$ cat config.mk
export PLATFORM = sky130hd
export DESIGN_NAME = axis_sa_serializer
export DESIGN_NICKNAME = d
export VERILOG_FILES = /design/src/rtl/axis_sa_serializer.sv
export SDC_FILE = /design/constraint.sdc
export NUM_CORES = 1
export LEC_CHECK = 0
export CAP_MARGIN = 40
export CORE_MARGIN = 5
export CORE_UTILIZATION = 46
export CTS_CLUSTER_DIAMETER = 30
export DETAILED_ROUTE_END_ITERATION = 6
export DONT_BUFFER_PORTS = 1
export MAX_ROUTING_LAYER = met4
export PLACE_DENSITY = 0.58
export SKIP_LAST_GASP = 1
export SYNTH_ARGS = -nofsm -noshare
export SYNTH_HDL_FRONTEND = slang
export SYNTH_SLANG_ARGS = --single-unit
$ cat constraint.sdc
create_clock -name clk -period 2.1 [get_ports clk]
set_input_delay 0.21 -clock clk [delete_from_list [all_inputs] [get_ports clk]]
set_output_delay 0.21 -clock clk [all_outputs]
set_load 0.05 [all_outputs]
$ cat src/rtl/axis_sa_serializer.sv
// Drains the systolic array's wide accumulator stream as narrow beats of P lanes.
// Each lane is arithmetically shifted right and then signed-saturated to WO bits.
module axis_sa_serializer #(
  parameter int R     = 4,
  parameter int P     = 2,
  parameter int WY    = 16,
  parameter int WO    = 8,
  parameter int SHIFT = 0
) (
  input  logic                   clk,
  input  logic                   rstn,
  input  logic                   s_valid,
  output logic                   s_ready,
  input  logic                   s_last,
  input  logic [R-1:0][WY-1:0]   s_data,
  output logic                   m_valid,
  input  logic                   m_ready,
  output logic                   m_last,
  output logic [P-1:0][WO-1:0]   m_data
);

  localparam int N  = R / P;
  localparam int IW = (N > 1) ? $clog2(N) : 1;
  localparam int WE = (WO > WY) ? WO : WY;

  localparam logic [IW-1:0]        LAST_IDX = IW'(N - 1);
  localparam logic signed [WE-1:0] MAX_O    = {{(WE - WO + 1){1'b0}}, {(WO - 1){1'b1}}};
  localparam logic signed [WE-1:0] MIN_O    = {{(WE - WO + 1){1'b1}}, {(WO - 1){1'b0}}};

  if (R % P != 0) begin : g_bad_ratio
    $error("axis_sa_serializer: R must be a multiple of P");
  end
  if (SHIFT < 0 || SHIFT >= WY) begin : g_bad_shift
    $error("axis_sa_serializer: SHIFT must lie in 0..WY-1");
  end
  if (WO < 2) begin : g_bad_wo
    $error("axis_sa_serializer: WO must be at least 2");
  end

  // Sign-preserving shift (floors toward -inf), then clamp into the WO-bit range.
  function automatic logic [WO-1:0] sat_lane(input logic [WY-1:0] x);
    logic signed [WY-1:0] sh;
    logic signed [WE-1:0] ext;
    logic [WO-1:0]        res;
    sh  = $signed(x) >>> SHIFT;
    ext = WE'(sh);
    if (WO >= WY) begin
      res = ext[WO-1:0];
    end else if (ext > MAX_O) begin
      res = MAX_O[WO-1:0];
    end else if (ext < MIN_O) begin
      res = MIN_O[WO-1:0];
    end else begin
      res = ext[WO-1:0];
    end
    return res;
  endfunction

  logic [R-1:0][WY-1:0] buf_data_q, buf_data_d;
  logic                 buf_last_q, buf_last_d;
  logic                 buf_valid_q, buf_valid_d;
  logic [IW-1:0]        idx_q, idx_d;

  logic [N-1:0][P-1:0][WY-1:0] buf_grp;
  logic                        at_last_sub;
  logic                        m_fire;
  logic                        s_fire;

  assign buf_grp = buf_data_q;

  always_comb begin
    at_last_sub = (idx_q == LAST_IDX);
    s_ready     = !buf_valid_q || (m_ready && at_last_sub);
    m_valid     = buf_valid_q;
    m_last      = buf_last_q && at_last_sub;
    m_fire      = buf_valid_q && m_ready;
    s_fire      = s_valid && s_ready;
    for (int p = 0; p < P; p++) begin
      m_data[p] = sat_lane(buf_grp[idx_q][p]);
    end
  end

  // A load on the final sub-beat overrides the clear so the stream has no bubble.
  always_comb begin
    buf_data_d  = buf_data_q;
    buf_last_d  = buf_last_q;
    buf_valid_d = buf_valid_q;
    idx_d       = idx_q;
    if (m_fire) begin
      if (at_last_sub) begin
        idx_d       = '0;
        buf_valid_d = 1'b0;
      end else begin
        idx_d = idx_q + IW'(1);
      end
    end
    if (s_fire) begin
      buf_data_d  = s_data;
      buf_last_d  = s_last;
      buf_valid_d = 1'b1;
      idx_d       = '0;
    end
  end

  always_ff @(posedge clk) begin
    if (!rstn) begin
      buf_data_q  <= '0;
      buf_last_q  <= 1'b0;
      buf_valid_q <= 1'b0;
      idx_q       <= '0;
    end else begin
      buf_data_q  <= buf_data_d;
      buf_last_q  <= buf_last_d;
      buf_valid_q <= buf_valid_d;
      idx_q       <= idx_d;
    end
  end

endmodule

==> results of run 1 <==
-- cell usage after synthesis --
| cell | number | share of area, % |
|---|---|---|
| buf_4 | 1 | 0.25 |
| nand4_1 | 7 | 1.4 |
| inv_1 | 3 | 0.37 |
| o21ai_1 | 1 | 0.17 |
| a21oi_2 | 1 | 0.29 |
| nand2_1 | 134 | 17 |
| nor3_1 | 3 | 0.50 |
| nor2_1 | 3 | 0.37 |
| mux2i_1 | 17 | 5.6 |
| and2_1 | 2 | 0.41 |
| buf_6 | 12 | 4.5 |
| o21ai_0 | 15 | 2.5 |
| a211oi_2 | 1 | 0.41 |
| dfxtp_1 | 67 | 44 |
| nand3_1 | 3 | 0.50 |
| nor4_1 | 6 | 1.2 |
| clkbuf_1 | 7 | 0.87 |
| and2_4 | 1 | 0.29 |
| a22oi_1 | 2 | 0.50 |
| a21bo_2 | 1 | 0.33 |
| buf_2 | 2 | 0.33 |
| o211ai_1 | 1 | 0.25 |
| nand2b_1 | 1 | 0.21 |
| o22ai_1 | 1 | 0.21 |
| a21boi_1 | 50 | 12 |
| a21boi_0 | 16 | 4.0 |
| buf_8 | 2 | 0.99 |
-- layout make-up --
| cell class | instances | area, um^2 | area share [%] |
|---|---|---|---|
| Clock buffer | 10 | 138 | 4.12 |
| Clock inverter | 1 | 5.00 | 0.150 |
| Inverter | 3 | 11.3 | 0.337 |
| Multi-Input combinational cell | 266 | 1470 | 43.9 |
| Sequential cell | 67 | 1350 | 40.3 |
| Tap cell | 77 | 96.3 | 2.89 |
| Timing Repair Buffer | 33 | 278 | 8.32 |
-- stage by stage --
stage	hold WS, ns	setup WS, ns	cell area, um^2	cells
2_1_floorplan	0.345	-0.139	3020	360
6_report	0.0147	0.129	3340	457
4_1_cts	0.00110	-0.0265	3320	456
3_3_place_gp	0.340	0.308	3120	439
3_5_place_dp	0.350	0.214	3120	439
5_1_grt	0.00117	0.0127	3340	457
-- worst max-delay path, stage by stage, from the launching register on --
cell	delay, ns
dfxtp_4	0.40
buf_4	0.18
nor3_1	0.06
a22oi_1	0.21
o21ai_1	0.11
buf_4	0.18
o21ai_1	0.12
buf_6	0.19
-- report_power, final --
part / internal [W] / total (W) / switching, W / leakage, nW
logic: 0.000237 / 0.000686 / 0.000449 / 0.628
clock network: 0.000426 / 0.000844 / 0.000418 / 0.0758
registers: 0.00135 / 0.00139 / 0.0000471 / 0.551
-- cells by family after synthesis --
family,synth area share (%)
compound gates,21.0
mux,5.63
simple gates,21.6
flops,44.4
buf+inv,7.29
-- metal layers --
| metal | vias to the layer above | wire, um | GRT usage (%) |
|---|---|---|---|
| met2 | 64 | 2920 | 24.2 |
| met5 | - | 0 | - |
| met4 | 0 | 88 | 6.23 |
| met1 | 1088 | 3340 | 22.8 |
| met3 | 8 | 371 | 3.97 |
| li1 | 1246 | - | - |
-- sequential cells by signal, summed over array words and instances, names as in the netlist --
name and cells:
m_valid 1, buf_last_q 1, at_last_sub 1, buf_data_q 64
-- how the worst max path moves through the flow --
stage / start / end / slack [ns] / cells past startpoint
after detailed placement: at_last_sub$_SDFFE_PP0P_ / m_data[0] / 0.21 / 5
final: at_last_sub$_SDFFE_PP0P_ / m_data[14] / 0.13 / 7
after CTS: buf_data_q[7]$_SDFFE_PN0P_ / m_data[0] / -0.03 / 5
after global placement: at_last_sub$_SDFFE_PP0P_ / m_data[2] / 0.31 / 5
after global routing: at_last_sub$_SDFFE_PP0P_ / m_data[14] / 0.01 / 7
after floorplan: at_last_sub$_SDFFE_PP0P_ / m_data[10] / -0.14 / 4
-- repair_timing --
| action | 4_1_cts | 5_1_grt |
|---|---|---|
| hold buffers | 4 | 0 |
| setup endpoints to repair | 14 | 12 |
| gates resized for setup | 2 | 3 |
| gates cloned | 0 | 0 |
| hold endpoints to repair | 4 | 0 |
| pin swaps | 1 | 1 |
| buffers inserted | 2 | 1 |
==> impl_metrics.env, run 1 <==
export IMPL_synth_cell_area_um2=3020
export IMPL_cts_buffers=9
export IMPL_syn_inst=360
export IMPL_grt_first_pass_wirelength_mm=11.2
export IMPL_p_leak_nw=1.25
export IMPL_synth_seq_cells=67
export IMPL_core_rowCount=29
export IMPL_startpoint_type="register"
export IMPL_drive_above_1_share_pct=12.4
export IMPL_reg2reg_depth=6
export IMPL_io_pins=88
export IMPL_port_buffers=0
export IMPL_cts_root_buf="clkbuf_8"
export IMPL_hold_path_end="buf_data_q[53]$_SDFFE_PN0P_"
export IMPL_min_path_cells=2
export IMPL_slew_limit_headroom_pct=71.3
export IMPL_peakVddDrop_mv=0.493
export IMPL_clock_fmax_ghz=0.507
export IMPL_crit_fanout=7
export IMPL_grt_overflow_total=0
export IMPL_grt_setup_unrepaired="no"
export IMPL_reg2reg_slack_ns=0.48
export IMPL_powerDensity_nw_per_um2=876
export IMPL_first_global_vias=2357
export IMPL_place_congestion=0.769
export IMPL_core_area_um2=6390
export IMPL_cts_clk_slew_worst_paths_ns=0.07
export IMPL_rr_startpoint="at_last_sub$_SDFFE_PP0P_"
export IMPL_avgSynthCellArea_um2=8.39
export IMPL_power_w=0.00292
export IMPL_htreeDepth=3
export IMPL_finalHoldViolations=0
export IMPL_slew_viol_final=0
export IMPL_die_h_um=91.0
export IMPL_cts_tree="done"
export IMPL_hold_path_class="in2reg"
export IMPL_run_status="complete, no violations"
export IMPL_fin_nets=449
export IMPL_setup_viol=0
export IMPL_min_from="s_data[53]"
export IMPL_fp_dieW_um=91.0
export IMPL_initial_core_util_pct=47.3
export IMPL_synth_cell_types=27
export IMPL_diodes=0
export IMPL_ys_seq_area_share_pct=44.4
export IMPL_post_route_period_util_pct=93.8
export IMPL_via_per_inst=5.26
export IMPL_clkSinkCount=67
export IMPL_ant_nets=0
export IMPL_antenna_found_initial=0
export IMPL_period_minus_slack_ns=1.97
export IMPL_critical_path_class="reg2out"
export IMPL_syn_num_nets=429
export IMPL_grt_max_degree=68
export IMPL_worst_setup_path_end_kind="output pin"
export IMPL_layout_commonest_cell="nand2_1"
export IMPL_clk_path_buf_depth=2
export IMPL_fin_setup_tns_ns=0
export IMPL_final_cell_mix="133 x nand2_1, 66 x dfxtp_1, 50 x a21boi_1"
export IMPL_yosys_warnings=0
export IMPL_drcViolationCount=0
export IMPL_track_usage_pct=16.8
export IMPL_cp_arrival_ns=1.76
export IMPL_wl_mm=6.72
export IMPL_drt_iter0_drc=120
export IMPL_cap_violations=0
export IMPL_insertion_delay_ns=0.32
export IMPL_fillCellCount=648
export IMPL_firstDrtPassIters=4
export IMPL_fin_util_pct=52.3
export IMPL_crit_required_ns=1.89
export IMPL_die_area_um2=8290
export IMPL_r2r_end="buf_data_q[47]$_SDFFE_PN0P_"
export IMPL_wl_per_cell_um=14.7
export IMPL_hpwl_mm=4.74
export IMPL_routed_via_count=2406
export IMPL_worst_pin_slew_ns=0.430
export IMPL_fin_skew_ns=0.00495
export IMPL_area_growth_pct=10.5
Note: power is estimated with default switching activity, not from simulation.
==> run 2: changes to the inputs <==
--- a/config.mk
+++ b/config.mk
@@ -11,7 +11,6 @@
 export CTS_CLUSTER_DIAMETER = 30
 export DETAILED_ROUTE_END_ITERATION = 6
 export DONT_BUFFER_PORTS = 1
-export MAX_ROUTING_LAYER = met4
 export PLACE_DENSITY = 0.58
 export SKIP_LAST_GASP = 1
 export SYNTH_ARGS = -nofsm -noshare
==> impl_metrics.env, run 2 (synthesis gave the netlist of run 1 again) <==
export IMPL_run_status="complete, no violations"
export IMPL_cts_root_buf="clkbuf_8"
export IMPL_setup_slack_ns=0.122
export IMPL_worst_setup_path_end_kind="output pin"
export IMPL_place_congestion=0.759
export IMPL_p_clk_share_pct=28.9
export IMPL_fp_dieW_um=91.0
export IMPL_critPathSlowestCell="dfxtp_4"
export IMPL_path_cells="buf_4 -> nor3_1 -> a22oi_1 -> o21ai_1 -> buf_4 -> o21ai_1 -> buf_6"
export IMPL_via_per_inst=5.23
export IMPL_fillCellCount=648
export IMPL_final_cell_area_um2=3340
export IMPL_cts_clk_slew_worst_paths_ns=0.06
export IMPL_seq_power_share_pct=47.6
export IMPL_post_dp_cell_area_um2=3120
export IMPL_cp_arrival_ns=1.77
export IMPL_core_rowCount=29
export IMPL_drive_above_1_share_pct=12.4
export IMPL_layout_commonest_cell="nand2_1"
export IMPL_p_sw_w=0.000917
export IMPL_top_register="buf_data_q"
export IMPL_insertion_delay_ns=0.32
export IMPL_fin_nets=449
export IMPL_grt_max_degree=68
export IMPL_area_growth_pct=10.5
export IMPL_peakVddDrop_mv=0.493
export IMPL_fin_worst_hold_slack_ns=0.0138
export IMPL_fin_skew_ns=0.00502
export IMPL_hold_path_class="in2reg"
export IMPL_wl_mm=6.70
export IMPL_reg2reg_depth=6
export IMPL_cts_buffers=9
export IMPL_post_route_period_util_pct=94.2
export IMPL_firstDrtPassIters=4
export IMPL_worst_pin_slew_ns=0.429
export IMPL_final_cell_mix="133 x nand2_1, 66 x dfxtp_1, 50 x a21boi_1"
export IMPL_track_usage_pct=16.3
export IMPL_routed_via_count=2392
export IMPL_switching_share_pct=31.3
export IMPL_post_place_ws_ns=0.214
export IMPL_slew_limit_headroom_pct=71.4
export IMPL_htreeDepth=3
export IMPL_cap_violations=0
export IMPL_io_pins=88
export IMPL_crit_path_max_incr_delay_ns=0.40
export IMPL_reg2reg_slack_ns=0.49
export IMPL_port_buffers=0
export IMPL_die_h_um=91.0
export IMPL_fin_setup_tns_ns=0
export IMPL_crit_required_ns=1.89
export IMPL_critical_path_class="reg2out"
export IMPL_wl_per_cell_um=14.7
export IMPL_first_global_vias=2344
export IMPL_period_minus_slack_ns=1.98
export IMPL_clkSinkCount=67
export IMPL_drt_iter0_drc=110
export IMPL_combinationalPowerShare_pct=23.4
export IMPL_drcViolationCount=0
export IMPL_initial_core_util_pct=47.3
export IMPL_clk_path_buf_depth=2
export IMPL_largest_register_ffs=64
export IMPL_core_area_um2=6390
export IMPL_min_path_cells=2
export IMPL_grt_setup_unrepaired="no"
export IMPL_diodes=0
export IMPL_p_leak_nw=1.25
export IMPL_die_area_um2=8290
export IMPL_setup_viol=0
export IMPL_grt_overflow_total=0
export IMPL_cts_tree="done"
export IMPL_crit_fanout=7
export IMPL_grt_first_pass_wirelength_mm=11.2
export IMPL_finalHoldViolations=0
export IMPL_startpoint_type="register"
export IMPL_clock_fmax_ghz=0.506
export IMPL_ant_nets=0
export IMPL_antenna_found_initial=0
export IMPL_intPower_w=0.00201
export IMPL_hpwl_mm=4.74
export IMPL_slew_viol_final=0
export IMPL_powerDensity_nw_per_um2=877
run 2: path summary, 6_finish.rpt:
check / startpoint / to
setup / recovery: at_last_sub$_SDFFE_PP0P_ / m_data[14]
hold / removal: s_data[57] / buf_data_q[57]$_SDFFE_PN0P_
setup reg to reg: at_last_sub$_SDFFE_PP0P_ / buf_data_q[28]$_SDFFE_PN0P_
hold reg to reg: buf_data_q[0]$_SDFFE_PN0P_ / buf_data_q[0]$_SDFFE_PN0P_
run 2: power groups by stage:
stage	Combinational [W]	Clock, W	Sequential, W
2_1_floorplan	0.000528	0	0.00141
3_3_place_gp	0.000662	0	0.00142
3_5_place_dp	0.000668	0	0.00142
6_report	0.000686	0.000847	0.00139
5_1_grt	0.000741	0.000937	0.00140
4_1_cts	0.000679	0.000879	0.00139
run 2: cell type report:
type                            instances  area (um^2)  share of cell area (%)
Inverter                                3         11.3                   0.337
Clock inverter                          1         5.00                   0.150
Sequential cell                        67         1350                    40.3
Clock buffer                           10          138                    4.12
Multi-Input combinational cell        266         1470                    43.9
Timing Repair Buffer                   33          278                    8.32
Tap cell                               77         96.3                    2.89
run 2: through the flow:
step / power (W) / std cells / util [%]
finish: 0.00293 / 457 / 52.3
CTS: 0.00295 / 456 / 52.0
global route: 0.00308 / 457 / 52.3
detailed placement: 0.00209 / 439 / 48.8
global placement: 0.00208 / 439 / 48.8
floorplan: 0.00194 / 360 / -
run 2: what timing repair did:
item                                    CTS  global route
gates resized for setup                   2             3
buffers inserted                          2             1
pin swaps                                 1             1
endpoints found under the setup margin   14            12
cloned                                    0             0
hold buffers                              4             0
hold endpoints to repair                  4             0
run 2: critical path: cells and delay by family, from the launching register on:
family,cells,cell delay [ns]
AOI/OAI and AO/OA,3,0.44
buffers and inverters,3,0.55
DFF,1,0.40
and+or+nand+nor,1,0.06
run 2: per-layer routing:
metal	part of all wire (%)	GRT usage (%)	up-vias
met5	0	0	-
met4	1.3	6.23	0
met3	6.7	5.04	8
met2	44	24.3	61
met1	48	22.1	1078
li1	-	-	1245
==> run 3: changes to the inputs <==
--- a/config.mk
+++ b/config.mk
@@ -12,6 +12,7 @@
 export DETAILED_ROUTE_END_ITERATION = 6
 export DONT_BUFFER_PORTS = 1
 export PLACE_DENSITY = 0.58
+export REMOVE_ABC_BUFFERS = 1
 export SKIP_LAST_GASP = 1
 export SYNTH_ARGS = -nofsm -noshare
 export SYNTH_HDL_FRONTEND = slang
==> impl_metrics.env, run 3 (synthesis gave the netlist of run 1 again) <==
export IMPL_cts_buffers=9
export IMPL_area_growth_pct=18.4
export IMPL_core_rowCount=29
export IMPL_fin_nets=464
export IMPL_grt_overflow_total=0
export IMPL_post_place_ws_ns=0.305
export IMPL_crit_required_ns=1.89
export IMPL_hold_path_class="in2reg"
export IMPL_insertion_delay_ns=0.33
export IMPL_worst_setup_path_end_kind="output pin"
export IMPL_cts_root_buf="clkbuf_8"
export IMPL_die_h_um=91.0
export IMPL_crit_fanout=16
export IMPL_cts_clk_slew_worst_paths_ns=0.06
export IMPL_ant_nets=0
export IMPL_drcViolationCount=0
export IMPL_grt_setup_unrepaired="no"
export IMPL_setup_viol=0
export IMPL_fin_skew_ns=0.00721
export IMPL_via_per_inst=5.19
export IMPL_firstDrtPassIters=5
export IMPL_io_pins=88
export IMPL_slew_limit_headroom_pct=66.9
export IMPL_core_area_um2=6390
export IMPL_fin_worst_hold_slack_ns=0.0151
export IMPL_final_cell_mix="133 x nand2_1, 66 x dfxtp_1, 50 x a21boi_1"
export IMPL_slew_viol_final=0
export IMPL_min_path_cells=2
export IMPL_cpMostUsedCell="buf_4"
export IMPL_startpoint_type="register"
export IMPL_run_status="complete, no violations"
export IMPL_finalHoldViolations=0
export IMPL_fillCellCount=627
export IMPL_hpwl_mm=4.54
export IMPL_critPathSlowestCell="dfxtp_4"
export IMPL_post_route_period_util_pct=94.5
export IMPL_drt_iter0_drc=113
export IMPL_grt_max_degree=68
export IMPL_wl_mm=6.83
export IMPL_path_buf_inv=2
export IMPL_powerDensity_nw_per_um2=900
export IMPL_crit_cells=5
export IMPL_initial_core_util_pct=47.3
export IMPL_crit_family="flip-flops"
export IMPL_cap_violations=0
export IMPL_path_cells="mux2i_2 -> o211ai_1 -> buf_4 -> o21ai_1 -> buf_4"
export IMPL_htreeDepth=3
export IMPL_place_congestion=0.760
export IMPL_drive_above_1_share_pct=12.0
export IMPL_clkSinkCount=67
export IMPL_fp_dieW_um=91.0
export IMPL_worst_pin_slew_ns=0.501
export IMPL_cts_tree="done"
export IMPL_crit_path_max_incr_delay_ns=0.47
export IMPL_port_buffers=0
export IMPL_wl_per_cell_um=14.3
export IMPL_critical_path_class="reg2out"
export IMPL_cp_arrival_ns=1.78
export IMPL_track_usage_pct=16.8
export IMPL_peakVddDrop_mv=0.370
export IMPL_period_minus_slack_ns=1.99
export IMPL_reg2reg_depth=5
export IMPL_diodes=0
export IMPL_grt_first_pass_wirelength_mm=11.4
export IMPL_p_leak_nw=1.34
export IMPL_antenna_found_initial=0
export IMPL_first_global_vias=2524
export IMPL_top_register="buf_data_q"
export IMPL_setup_slack_ns=0.115
export IMPL_clk_path_buf_depth=2
export IMPL_routed_via_count=2471
export IMPL_clock_fmax_ghz=0.504
export IMPL_largest_register_ffs=64
export IMPL_die_area_um2=8290
export IMPL_layout_commonest_cell="nand2_1"
==> run 3: changes by cell type in the layout (fill, tap and decap cells not counted), sizes merged <==
cell         delta
bufinv          +1
clkinv          -1
buf             -4
dlygate4sd3    +19
clkbuf          +4
==> run 3: final cells by class <==
type / instances / area (um^2) / area share (%)
multi-input cells: 266 / 1480 / 41.4
clock inverters: 1 / 30.0 / 0.840
flip-flops and latches: 67 / 1350 / 37.6
inverters: 3 / 11.3 / 0.315
clock buffers: 14 / 183 / 5.11
well taps: 77 / 96.3 / 2.69
repair buffers: 48 / 430 / 12.0
==> run 3: stage by stage <==
| step | TNS, ns | area, um^2 | total power (W) | util [%] | cells |
|---|---|---|---|---|---|
| after floorplan | -56.10 | 2810 | 0.00188 | - | 336 |
| after global placement | 0 | 3090 | 0.00207 | 48.4 | 435 |
| after detailed placement | 0 | 3090 | 0.00208 | 48.4 | 435 |
| after CTS | -0.0140 | 3530 | 0.00325 | 55.3 | 473 |
| after global routing | 0 | 3580 | 0.00338 | 56.0 | 476 |
| final | 0 | 3580 | 0.00322 | 56.0 | 476 |
==> run 3: path summary, 6_finish.rpt <==
path	from	to	slack, ns
worst min-delay path	s_data[12]	buf_data_q[12]$_SDFFE_PN0P_	0.02
worst max-delay path	at_last_sub$_SDFFE_PP0P_	m_data[5]	0.11
worst min register to register	buf_data_q[35]$_SDFFE_PN0P_	buf_data_q[35]$_SDFFE_PN0P_	0.45
worst max register to register	at_last_sub$_SDFFE_PP0P_	buf_data_q[1]$_SDFFE_PN0P_	0.50
==> run 3: metal layers <==
metal | track usage [%] | vias to the layer above | wire [um]
met5 | 0 | - | 0
met4 | 8.07 | 0 | 87
met3 | 4.30 | 9 | 383
met2 | 28.7 | 62 | 3230
met1 | 19.5 | 1119 | 3130
li1 | - | 1281 | -
==> run 3: what timing repair did <==
action	CTS	global route
setup buffers	1	2
hold buffers	22	1
hold endpoints to repair	22	1
gates resized for setup	1	4
pin swaps	1	1
endpoints found under the setup margin	14	14
cloned	0	0
==> run 3: power breakdown <==
part	leakage, nW	internal (W)	switching, W
combinational	0.684	0.000255	0.000454
sequential	0.551	0.00135	0.0000492
clock	0.109	0.000673	0.000441
total	1.34	0.00227	0.000944
